===== src/rtl/lc3b_types_pkg.sv =====
// Shared LC-3b type definitions: memory-port arbiter state encoding and grant modes.
package lc3b_types;

    typedef enum logic {
        ARB_IDLE,
        ARB_BUSY
    } arb_state_t;

    localparam int ARB_FIXED = 0;
    localparam int ARB_RR    = 1;

    // Index width that stays at least one bit so single-requester builds still have a grant field.
    function automatic int idWidth(input int n);
        return (n > 1) ? $clog2(n) : 1;
    endfunction

endpackage


===== src/rtl/mem_port_arbiter_rr_picker.sv =====
// Combinational winner selection: highest-index fixed priority, or round-robin from a start index.
module rr_picker
    import lc3b_types::*;
#(
    parameter int N   = 2,
    parameter int IDW = idWidth(N)
) (
    input  logic [N-1:0]   req_i,
    input  logic [IDW-1:0] start_i,
    input  logic           mode_i,
    output logic [IDW-1:0] winner_o,
    output logic           valid_o
);

    int             idx;
    logic [IDW-1:0] pos;
    logic           found;

    always_comb begin
        winner_o = '0;
        valid_o  = |req_i;
        idx      = 0;
        pos      = '0;
        found    = 1'b0;
        if (mode_i) begin
            // Walk N slots from the start index, wrapping once, and keep the first requester seen.
            for (int k = 0; k < N; k++) begin
                idx = int'(start_i) + k;
                if (idx >= N) begin
                    idx = idx - N;
                end
                pos = IDW'(idx);
                if (!found && req_i[pos]) begin
                    winner_o = pos;
                    found    = 1'b1;
                end
            end
        end else begin
            for (int i = 0; i < N; i++) begin
                if (req_i[i]) begin
                    winner_o = IDW'(i);
                end
            end
        end
    end

endmodule


===== src/rtl/mem_port_arbiter.sv =====
// Merges N request ports onto one physical memory port; a grant is held until the memory responds.
module mem_port_arbiter
    import lc3b_types::*;
#(
    parameter int  N_PORTS = 2,
    parameter int  ADDR_W  = 16,
    parameter int  DATA_W  = 16,
    parameter int  RR_MODE = ARB_FIXED,
    localparam int IDW     = idWidth(N_PORTS),
    localparam int BE_W    = DATA_W / 8
) (
    input  logic                      clk,
    input  logic                      reset,
    input  logic [N_PORTS*ADDR_W-1:0] req_addr,
    input  logic [N_PORTS*BE_W-1:0]   req_byte_enable,
    input  logic [N_PORTS-1:0]        req_read,
    input  logic [N_PORTS-1:0]        req_write,
    input  logic [N_PORTS*DATA_W-1:0] req_wdata,
    output logic [N_PORTS-1:0]        req_resp,
    output logic [DATA_W-1:0]         req_rdata,
    output logic [ADDR_W-1:0]         pmem_address,
    output logic [BE_W-1:0]           pmem_byte_enable,
    output logic                      pmem_read,
    output logic                      pmem_write,
    output logic [DATA_W-1:0]         pmem_wdata,
    input  logic                      pmem_resp,
    input  logic [DATA_W-1:0]         pmem_rdata,
    output logic [IDW-1:0]            grant_id,
    output logic                      busy
);

    localparam logic [IDW-1:0] LAST_IDX = IDW'(N_PORTS - 1);
    localparam logic           MODE     = (RR_MODE == ARB_RR);

    arb_state_t     state_q, state_d;
    logic [IDW-1:0] grantId_q, grantId_d;
    logic [IDW-1:0] lastGrant_q, lastGrant_d;
    logic [IDW-1:0] startIdx;
    logic [IDW-1:0] pickIdx;
    logic           pickValid;
    logic [IDW-1:0] sel;

    assign startIdx = (lastGrant_q == LAST_IDX) ? '0 : lastGrant_q + 1'b1;

    rr_picker #(
        .N   (N_PORTS),
        .IDW (IDW)
    ) uPicker (
        .req_i    (req_read | req_write),
        .start_i  (startIdx),
        .mode_i   (MODE),
        .winner_o (pickIdx),
        .valid_o  (pickValid)
    );

    always_ff @(posedge clk) begin
        if (reset) begin
            state_q     <= ARB_IDLE;
            grantId_q   <= '0;
            lastGrant_q <= LAST_IDX;
        end else begin
            state_q     <= state_d;
            grantId_q   <= grantId_d;
            lastGrant_q <= lastGrant_d;
        end
    end

    always_comb begin
        state_d     = state_q;
        grantId_d   = grantId_q;
        lastGrant_d = lastGrant_q;
        if (state_q == ARB_IDLE) begin
            if (pickValid) begin
                state_d     = ARB_BUSY;
                grantId_d   = pickIdx;
                lastGrant_d = pickIdx;
            end
        end else if (pmem_resp) begin
            state_d = ARB_IDLE;
        end
    end

    // Port 0 drives the data/address lanes while idle; only the strobes are qualified by busy.
    assign busy             = (state_q == ARB_BUSY);
    assign sel              = busy ? grantId_q : '0;
    assign pmem_address     = req_addr[int'(sel)*ADDR_W +: ADDR_W];
    assign pmem_byte_enable = req_byte_enable[int'(sel)*BE_W +: BE_W];
    assign pmem_wdata       = req_wdata[int'(sel)*DATA_W +: DATA_W];
    assign pmem_read        = busy & req_read[sel];
    assign pmem_write       = busy & req_write[sel];
    assign req_rdata        = pmem_rdata;
    assign grant_id         = grantId_q;

    always_comb begin
        req_resp = '0;
        if (busy && pmem_resp) begin
            req_resp[grantId_q] = 1'b1;
        end
    end

endmodule

===== config.mk =====
export PLATFORM = sky130hd
export DESIGN_NAME = mem_port_arbiter
export DESIGN_NICKNAME = d
export VERILOG_FILES = /design/src/rtl/lc3b_types_pkg.sv /design/src/rtl/mem_port_arbiter_rr_picker.sv /design/src/rtl/mem_port_arbiter.sv
export SDC_FILE = /design/constraint.sdc
export NUM_CORES = 1
export LEC_CHECK = 0
export CORE_UTILIZATION = 23
export CTS_BUF_LIST = sky130_fd_sc_hd__clkbuf_4
export DETAILED_ROUTE_END_ITERATION = 10
export HOLD_SLACK_MARGIN = 0.03
export PLACE_DENSITY = 0.9
export SETUP_SLACK_MARGIN = 0.05
export SLEW_MARGIN = 20
export SYNTH_ARGS = -nofsm -noshare
export SYNTH_HDL_FRONTEND = slang
export SYNTH_SLANG_ARGS = --single-unit
export TNS_END_PERCENT = 30

===== constraint.sdc =====
create_clock -name clk -period 3.6 [get_ports clk]
set_input_delay 0.54 -clock clk [delete_from_list [all_inputs] [get_ports clk]]
set_output_delay 0.54 -clock clk [all_outputs]
set_load 0.03 [all_outputs]

==> metrics.log, run 1 <==
INFO  metric cts_num_sinks = 2
INFO  metric drv.max_cap_violation_count = 0
INFO  metric setup_tns = 0 ps
INFO  metric p_sw_frac = 0.3653
INFO  metric cts-root-buf = sky130_fd_sc_hd__clkbuf_4
INFO  metric io_pins = ~150
INFO  metric synthDominantAreaCellType = sky130_fd_sc_hd__mux2_4
INFO  metric seq_power_share = 0.077
INFO  metric floorplan.rows = 21
INFO  metric antenna_violating_nets_post_route = 0
INFO  metric dominant_cells_by_area_after_synthesis = sky130_fd_sc_hd__mux2_4 (56%), sky130_fd_sc_hd__buf_4 (17%), sky130_fd_sc_hd__mux2_2 (5.6%)
INFO  metric initialDrtViolationCount = 33
INFO  metric critPathLaunchType = flip-flop
INFO  metric ys.warnings.count = 0
INFO  metric initial_utilization = 0.2411
INFO  metric global_route.usage.total = 0.1391
INFO  metric gp_congestion = about 0.68
INFO  metric worst_ir_drop_vdd = 150.0 uV
INFO  metric synth.most_common_cell = sky130_fd_sc_hd__mux2_4
INFO  metric die_y = just over 60 um
INFO  metric cts.reportedPaths.clkPinSlew = around 30 ps
INFO  metric final_layout_size_suffix_gt1_frac = 0.2321
INFO  metric fmax = between 300 and 400 MHz
INFO  metric cts_hold_buffers = 0
INFO  metric edff_count_synth = 0
INFO  metric result_of_the_run = complete, no violations
INFO  metric yosys.cell_types.count = 17
INFO  metric seq_area_frac_synth = 0.04938
INFO  metric synth_fp_nets = ~160
INFO  metric worst_slew_margin_relative_to_its_limit = 0.6022
INFO  metric portBuffers = ~110
INFO  metric clk_latency = between 200 and 250 ps
INFO  metric globalRouteOverflowTotal = 0
INFO  metric p_comb_frac = 0.798
INFO  metric global_route_wire_length_before_repair = just under 4000 um
INFO  metric worst_hold_path_type = reg2reg
INFO  metric placeableCoreArea = roughly 3400 um^2
INFO  metric post-route-min-period = about 2700 ps
INFO  metric synth_flop_cell = sky130_fd_sc_hd__dfxtp_1
INFO  metric timing.clock.skew = about 3.0 ps
INFO  metric mapped_cells = 72
INFO  metric wire_per_inst = about 14 um
INFO  metric cts.path.max_buffers = 2
INFO  metric syn2layout_area_growth = 129.8%
INFO  metric floorplan.die_area = approximately 3800 um^2
INFO  metric switchingPower = roughly 140 uW
INFO  metric antenna_cells_inserted = 0
INFO  metric drt_drc_violations_left = 0
INFO  metric timing.rr.start = busy$_SDFF_PP0_
INFO  metric critical_path.top_delay_family = buffers and inverters
INFO  metric worst_tran_pin_value = ~600 ps
INFO  metric final.hold.worst_slack = ~610 ps
INFO  metric grt_setup_unrepaired = false
INFO  metric r2r.worst_path.cells = 2
INFO  metric worst_path_max_delay_cell = sky130_fd_sc_hd__clkdlybuf4s50_1
INFO  metric detailed_place_hpwl = approximately 2600 um
INFO  metric worstPathArrival = 2160 ps
INFO  metric worstSetupPathType = reg2out
INFO  metric routed-via-count = 900
INFO  metric detailedRoute.firstPassIterationCount = 4
INFO  metric tritoncts.num_buffers = 3
INFO  metric cts-htree-levels = 1
INFO  metric tritoncts = done
INFO  metric worst-endpoint-required = 3060 ps
INFO  metric synth.cell_area = just over 800 um^2
INFO  metric crit_chain = nand2_4 > mux2_4 > clkdlybuf4s50_1
INFO  metric antenna_found_initial = 0
INFO  metric number_of_global_route_vias_before_repair = around 800
INFO  metric synthesis.area_per_instance = between 10 and 15 um^2
INFO  metric commonest_cells_in_the_netlist = sky130_fd_sc_hd__mux2_4 (30), sky130_fd_sc_hd__buf_4 (18), sky130_fd_sc_hd__mux2_2 (4)
INFO  metric maxSlewViolCount = 0
INFO  metric timing.critical_path.slowest_cell_delay = between 600 and 700 ps
INFO  metric leakage = 0.8157 nW
INFO  metric finalWirelength = 3038 um
INFO  metric worst_setup_path_end_kind = output pin
INFO  metric cts-resized-gates = 0
INFO  metric cp_num_buf_inv = 1
INFO  metric power.internal = 241.6 uW
INFO  metric hold_start = grant_id$_SDFFE_PP0P_
INFO  metric ys_async_sr_fraction = 0
INFO  metric detail_routed_via_count_per_cell = 4.206
INFO  metric yosys.area.top_type_share = 0.5556
INFO  metric hold_depth = 2
INFO  metric dieWidth = 61.37 um
INFO  metric hold_viol = 0
INFO  metric worst_hold_path.endpoint = grant_id$_SDFFE_PP0P_
INFO  metric power_density = approximately 200 nW/um^2
INFO  metric clock_power_share = 0.125
INFO  metric final_period_util = 0.7499
INFO  metric pin_count_of_the_biggest_net_entering_global_routing = 35
INFO  metric worst-path-max-fanout = 34
INFO  metric fillers = 305
INFO  metric layout.nets = 261
INFO  metric timing.reg2reg.setup_slack = 2670 ps
INFO  metric cts.repair_timing.setup_buffer_count = 0
INFO  metric regToRegEndpoint = grant_id$_SDFFE_PP0P_
INFO  metric synth_seq_cells = 2
INFO  metric setup_viol = 0
[metrics by stage]
step / power, mW / worst slack (ps) / cell area (um^2) / std cells / utilization
finish: 0.3807 / 900.4 / 1863 / 214 / 0.5539
global route: 0.4016 / 792.8 / 1863 / 214 / 0.5539
CTS: 0.3863 / 861.3 / 1863 / 214 / 0.5539
detailed placement: 0.3349 / 1107 / 1841 / 211 / 0.5472
global placement: 0.3302 / 1100 / 1841 / 211 / 0.5472
floorplan: 0.2191 / 1774 / 810.8 / 72 / -
[worst max-delay path by stage]
stage	from	to	slack [ps]	depth (start not counted)
floorplan	busy$_SDFF_PP0_	pmem_address[0]	1770	4
global route	busy$_SDFF_PP0_	pmem_wdata[13]	790	3
CTS	busy$_SDFF_PP0_	pmem_wdata[13]	860	3
detailed placement	busy$_SDFF_PP0_	pmem_wdata[13]	1110	3
global placement	req_read[0]	pmem_read	1100	4
finish	busy$_SDFF_PP0_	pmem_address[6]	900	3
[metal layers]
| layer | part of all wire | up-vias | GRT usage |
|---|---|---|---|
| met5 | 0 | - | 0 |
| met4 | 0.0046 | 0 | 0.04444 |
| met3 | 0.12 | 2 | 0.05252 |
| met2 | 0.51 | 52 | 0.2422 |
| met1 | 0.37 | 414 | 0.1570 |
| li1 | - | 432 | - |
[layout by cell type (no fill, tap or decap), types with 2 or more instances in the layout]
cell type                         count
sky130_fd_sc_hd__clkbuf_4             3
sky130_fd_sc_hd__clkdlybuf4s50_1    114
sky130_fd_sc_hd__dfxtp_1              2
sky130_fd_sc_hd__mux2_2               4
sky130_fd_sc_hd__mux2_4              30
sky130_fd_sc_hd__mux2i_1              2
sky130_fd_sc_hd__nor2_1               2
sky130_fd_sc_hd__nor2b_1              2
[power by group through the flow]
stage	Sequential [mW]	Clock, mW	Combinational, mW
after CTS	0.0295	0.0506	0.306
after detailed placement	0.0298	0	0.305
after global routing	0.0301	0.0517	0.320
after global placement	0.0294	0	0.301
after floorplan	0.0297	0	0.189
final	0.0294	0.0476	0.304
[state kept, by name, indices dropped and copies added, names as in the netlist]
signal and cells:
grant_id 1, busy 1
[cell type report]
class	count	area, um^2	share of cell area
sequential	2	40.04	0.02149
timing repair buffer	114	1141	0.6125
tap	46	57.56	0.03089
multi-input combinational	49	601.8	0.3230
clock buffer	3	22.52	0.01209
[logic make-up (layout without fill, tap and decap cells)]
logic type | count (synthesis) | after routing | share of synthesized area
AOI/OAI and AO/OA | 4 | 4 | 0.03858
and+or+nand+nor | 9 | 9 | 0.06791
buffers and inverters | 21 | 117 | 0.2083
DFF | 2 | 2 | 0.04938
muxes | 36 | 36 | 0.6358
[tightest hold or removal path: stages, from the launching register on]
cell	delay (ps)
sky130_fd_sc_hd__dfxtp_1	380
sky130_fd_sc_hd__nand2b_1	110
sky130_fd_sc_hd__o32ai_1	60
(Power assumes the default switching activity.)
==> run 2: changes to the inputs <==
- CORE_UTILIZATION: 23 -> 21
- PLACE_DENSITY: 0.9 -> 0.83
- clock period: 3.6 -> 2.8 ns (I/O delays scaled with it)
==> metrics.log, run 2 (synthesis gave the netlist of run 1 again) <==
INFO  metric final_cell_mix = sky130_fd_sc_hd__clkdlybuf4s50_1 (114), sky130_fd_sc_hd__mux2_4 (30), sky130_fd_sc_hd__mux2_2 (4)
INFO  metric cts-root-buf = sky130_fd_sc_hd__clkbuf_4
INFO  metric syn2layout_area_growth = 131.9%
INFO  metric grt_busiest_layer = met2
INFO  metric power_density = between 200 and 300 nW/um^2
INFO  metric detail_routed_via_count_per_cell = 4.211
INFO  metric worst_path_max_delay_cell = sky130_fd_sc_hd__clkdlybuf4s50_1
INFO  metric floorplan.rows = 22
INFO  metric worst-endpoint-required = approximately 2400 ps
INFO  metric met1_usage = 0.1326
INFO  metric fmax = 414.5 MHz
INFO  metric path_depth = 4
INFO  metric mostFrequentLayoutCell = sky130_fd_sc_hd__clkdlybuf4s50_1
INFO  metric die_y = 64.14 um
INFO  metric globalRouteOverflowTotal = 0
INFO  metric finalInstanceArea = about 1900 um^2
INFO  metric setup_tns = 0 ps
INFO  metric setup_slack = about 390 ps
INFO  metric portBuffers = roughly 110
INFO  metric critPathLaunchType = flip-flop
INFO  metric tritoncts = done
INFO  metric layout.nets = about 260
INFO  metric worst_hold_path_type = reg2reg
INFO  metric clk_latency = 220 ps
INFO  metric detailed_place_hpwl = between 2000 and 2500 um
INFO  metric leakage = 0.8243 nW
INFO  metric initialDrtViolationCount = 17
INFO  metric cts_hold_buffers = 0
INFO  metric cts-htree-levels = 1
INFO  metric antenna_cells_inserted = 0
INFO  metric global_routing_usage_on_met2 = 0.2354
INFO  metric hold_viol = 0
INFO  metric worst_ir_drop_vdd = 152.8 uV
INFO  metric result_of_the_run = complete, no violations
INFO  metric number_of_global_route_vias_before_repair = 888
INFO  metric hold_depth = 2
INFO  metric worstSetupPathType = reg2out
INFO  metric pin_count_of_the_biggest_net_entering_global_routing = 20
INFO  metric routed-via-count = between 900 and 1000
INFO  metric initial_utilization = 0.2198
INFO  metric floorplan.die_area = ~4000 um^2
INFO  metric cp_num_buf_inv = 2
INFO  metric critical_path.top_delay_family = buffers and inverters
INFO  metric finalWirelength = ~2800 um
INFO  metric grt_use_met3 = 0.04821
INFO  metric worstPathArrival = 1990 ps
INFO  metric timing.critical_path.slowest_cell_delay = roughly 600 ps
INFO  metric final_period_util = 0.8616
INFO  metric r2r.worst_path.cells = 2
INFO  metric tritoncts.num_buffers = 3
INFO  metric crit_chain = nand2_4 > buf_4 > mux2_4 > clkdlybuf4s50_1
INFO  metric cts-resized-gates = 0
INFO  metric detailedRoute.firstPassIterationCount = 3
INFO  metric setup_viol = 0
INFO  metric dieWidth = about 64 um
INFO  metric placed_cell_areas = around 1900 um^2
INFO  metric drt_drc_violations_left = 0
INFO  metric global_route_wire_length_before_repair = between 4000 and 5000 um
INFO  metric final_cell_count_no_fill = 218
INFO  metric global_route.usage.total = 0.1277
INFO  metric io_pins = about 150
INFO  metric cts_num_sinks = 2
INFO  metric cts.repair_timing.setup_buffer_count = 0
INFO  metric drv.max_cap_violation_count = 0
INFO  metric final_core_utilization = 0.5098
INFO  metric total_power = roughly 490 uW
INFO  metric grt_setup_unrepaired = false
INFO  metric antenna_violating_nets_post_route = 0
INFO  metric timing.clock.skew = roughly 0.29 ps
INFO  metric antenna_found_initial = 0
INFO  metric worst_tran_pin_value = approximately 350 ps
INFO  metric worst_slew_margin_relative_to_its_limit = 0.7690
INFO  metric worst_setup_path_end_kind = output pin
INFO  metric wire_per_inst = 12.70 um
INFO  metric final.hold.worst_slack = 617.9 ps
INFO  metric post-route-min-period = 2412 ps
INFO  metric placeableCoreArea = about 3700 um^2
INFO  metric worst-path-max-fanout = 19
INFO  metric maxSlewViolCount = 0
INFO  metric gp_congestion = a little under 0.7
INFO  metric placed_cells = 215
INFO  metric final_layout_size_suffix_gt1_frac = 0.2412
INFO  metric cts.path.max_buffers = 2
INFO  metric cts.reportedPaths.clkPinSlew = ~30 ps
INFO  metric dp_worst_setup_slack = approximately 540 ps
-- run 2: cell types whose count changed in the layout (fill, tap and decap cells not counted) --
cell and delta:
sky130_fd_sc_hd__buf_4 +2
-- run 2: area by class of cell --
type | count | area, um^2
clock buffer | 3 | 22.52
sequential | 2 | 40.04
multi-input combinational | 49 | 601.8
fill | 352 | 1808
tap | 48 | 60.06
timing repair buffer | 116 | 1156
-- run 2: worst paths after layout --
check / end / slack (ps) / start
worst max-delay path: pmem_address[5] / 390 / busy$_SDFF_PP0_
worst min register to register: grant_id$_SDFFE_PP0P_ / 620 / grant_id$_SDFFE_PP0P_
worst max register to register: grant_id$_SDFFE_PP0P_ / 1880 / busy$_SDFF_PP0_
worst min-delay path: grant_id$_SDFFE_PP0P_ / 620 / grant_id$_SDFFE_PP0P_
-- run 2: routing by layer --
metal,vias to the layer above,wire length (um)
met3,2,332
met1,413,1012
met2,65,1408
met4,0,14
li1,438,-
met5,-,0
-- run 2: tightest hold or removal path, cell delays in order (launching register included) --
cell and delay [ps]:
sky130_fd_sc_hd__dfxtp_1 390, sky130_fd_sc_hd__nand2b_1 110, sky130_fd_sc_hd__o32ai_1 60
-- run 2: report_power, final --
group | internal [mW] | switching (mW) | leakage (nW) | total [mW]
Sequential | 0.0314 | 0.00690 | 0.0168 | 0.0383
Clock | 0.0472 | 0.0156 | 0.0138 | 0.0628
Combinational | 0.233 | 0.158 | 0.794 | 0.391
==> run 3: changes to the inputs <==
- GPL_ROUTABILITY_DRIVEN: unset -> 0
==> results of run 3 <==
The final DEF is identical to that of run 2; final timing and power are the same.
==> edit (flow settings as in run 2) <==
Make the reset (`reset`) asynchronous in one clocked block.
--- a/src/rtl/mem_port_arbiter.sv
+++ b/src/rtl/mem_port_arbiter.sv
@@ -54,5 +54,5 @@
     );
 
-    always_ff @(posedge clk) begin
+    always_ff @(posedge clk or posedge reset) begin
         if (reset) begin
             state_q     <= ARB_IDLE;
Behaviour: differs if reset is asserted again (counterexample within 4 cycles, from zero or initial values and one cycle with reset high); with reset held inactive, the same outputs for 10 cycles.
==> edit against run 2 <==
Clock skew up 0.0024 ns. Critical path depth unchanged. Worst setup slack worse by 0.14 ns. Sequential cell count unchanged. Total power up 41%. Count of clock-buffer cells in the layout unchanged. Fmax down 5.6%. Synthesized area unchanged. Routed wire length down 14%. Design area up 0.27%. Critical path type unchanged.
==> edit: results (changes against run 2) <==
outcome=completed; RR Startpoint=busy; via count=900 (-2.0%); global-route wire length before repair=3.40 mm (-17%); initial antenna violation count=0 (unchanged); clk_skew=0.00268 ns (+0.00239 ns); Nets=261 (-0.76%); critical-path maximum fanout=18 (-1); Post-Syn Nets=162 (-0.61%); CTS Root Cell=clkbuf_4; FFs w/ async S/R, synth=100% (+100 points); CP arrival=2.13 ns (+0.14 ns); CTS buffer count=3 (unchanged); Worst Max-Slew Pin Slew=0.332 ns (-0.0141 ns); number of synthesis warnings=0 (unchanged); largest net degree at the start of global routing=19 (-5.0%); top post-synthesis cells by count=30 x mux2_4, 18 x buf_4, 4 x mux2_2; port bufs=114 (unchanged); initial DRC count=11 (-6); Worst-Skew Late Latency=0.22 ns (about the same); hpwl dp=2.04 mm (-13%); Ant. Diodes=0 (unchanged); reg2reg setup slack=1.89 ns; post-synthesis sequential area ratio=6.17% (+1.2 points); GP Congestion=0.674 (-3.2%); CTS resizes=0 (unchanged); Top FF cell, synth=dfrtp_1; maximum VDD drop=0.209 mV (+37%); layout cells sized above 1=23.2% (-0.90 points); gr usage total=10.4% (-2.4 points); clk slew on worst S/H paths=0.03 ns (about the same); path depth of the worst reg2reg path=2 (unchanged); number of global-route vias before repair=780 (-12%); leakage power=0.813 nW (-1.4%); Bufs on Longest Clock Path=2 (unchanged); Distinct cells, synth=16 (-1); final hold slack=0.351 ns (-0.267 ns); H-tree lvl count=1 (unchanged); ranking of synthesized cells by area=mux2_4 56%, buf_4 17%, dfrtp_1 6.2%; worst reg2reg path endpoint=grant_id; Setup Buffers After CTS=0 (unchanged); hold_buf cts=0 (unchanged); Pre-antenna DRT Iters=3 (unchanged); min-delay worst type=primary input to async pin; WL/cell=11.1 um (-13%)
## edit: per-layer routing
layer	wire (um)	track usage, %
met1	899	10.7
met2	1150	18.2
met3	332	4.46
met4	12	4.17
met5	0	0
## edit: worst max-delay path by stage
stage          startpoint          endpoint  slack, ns
3_3_place_gp         busy  pmem_address[13]       0.48
5_1_grt              busy   pmem_address[8]       0.17
6_report             busy     pmem_wdata[7]       0.25
2_1_floorplan        busy   pmem_address[0]       1.07
4_1_cts              busy     pmem_wdata[7]       0.22
3_5_place_dp         busy     pmem_wdata[7]       0.46
## edit: layout make-up
cell class / count / area [um^2]
inverters: 1 / 3.75
clock buffers: 3 / 22.5
fillers: 359 / 1800
multi-input cells: 47 / 588
flip-flops and latches: 2 / 50.0
repair buffers: 115 / 1160
well taps: 48 / 60.1
## edit: critical path: stages, from the launching register on
cell and delay, ns:
dfrtp_1 0.47, nand2_4 0.31, buf_12 0.23, mux2_4 0.31, clkdlybuf4s50_1 0.60
## edit: logic make-up after synthesis
group                  share of synthesized area [%]
muxes                                           63.6
AOI/OAI and AO/OA                               2.93
DFF                                             6.17
buffers and inverters                           21.3
and+or+nand+nor                                 6.02
## edit: power by group
part | switching, mW | leakage (nW) | internal, mW
registers | 0.00954 | 0.0221 | 0.0327
clock network | 0.0159 | 0.0138 | 0.0472
logic | 0.256 | 0.777 | 0.335
## edit: through the flow
stage	util (%)	instances	power [mW]	instance area, um^2	setup WS [ns]
2_1_floorplan	-	71	0.435	811	1.07
5_1_grt	51.1	216	0.725	1890	0.172
3_3_place_gp	50.5	213	0.634	1860	0.477
3_5_place_dp	50.5	213	0.638	1860	0.462
4_1_cts	51.1	216	0.706	1890	0.218
6_report	51.1	216	0.697	1890	0.245
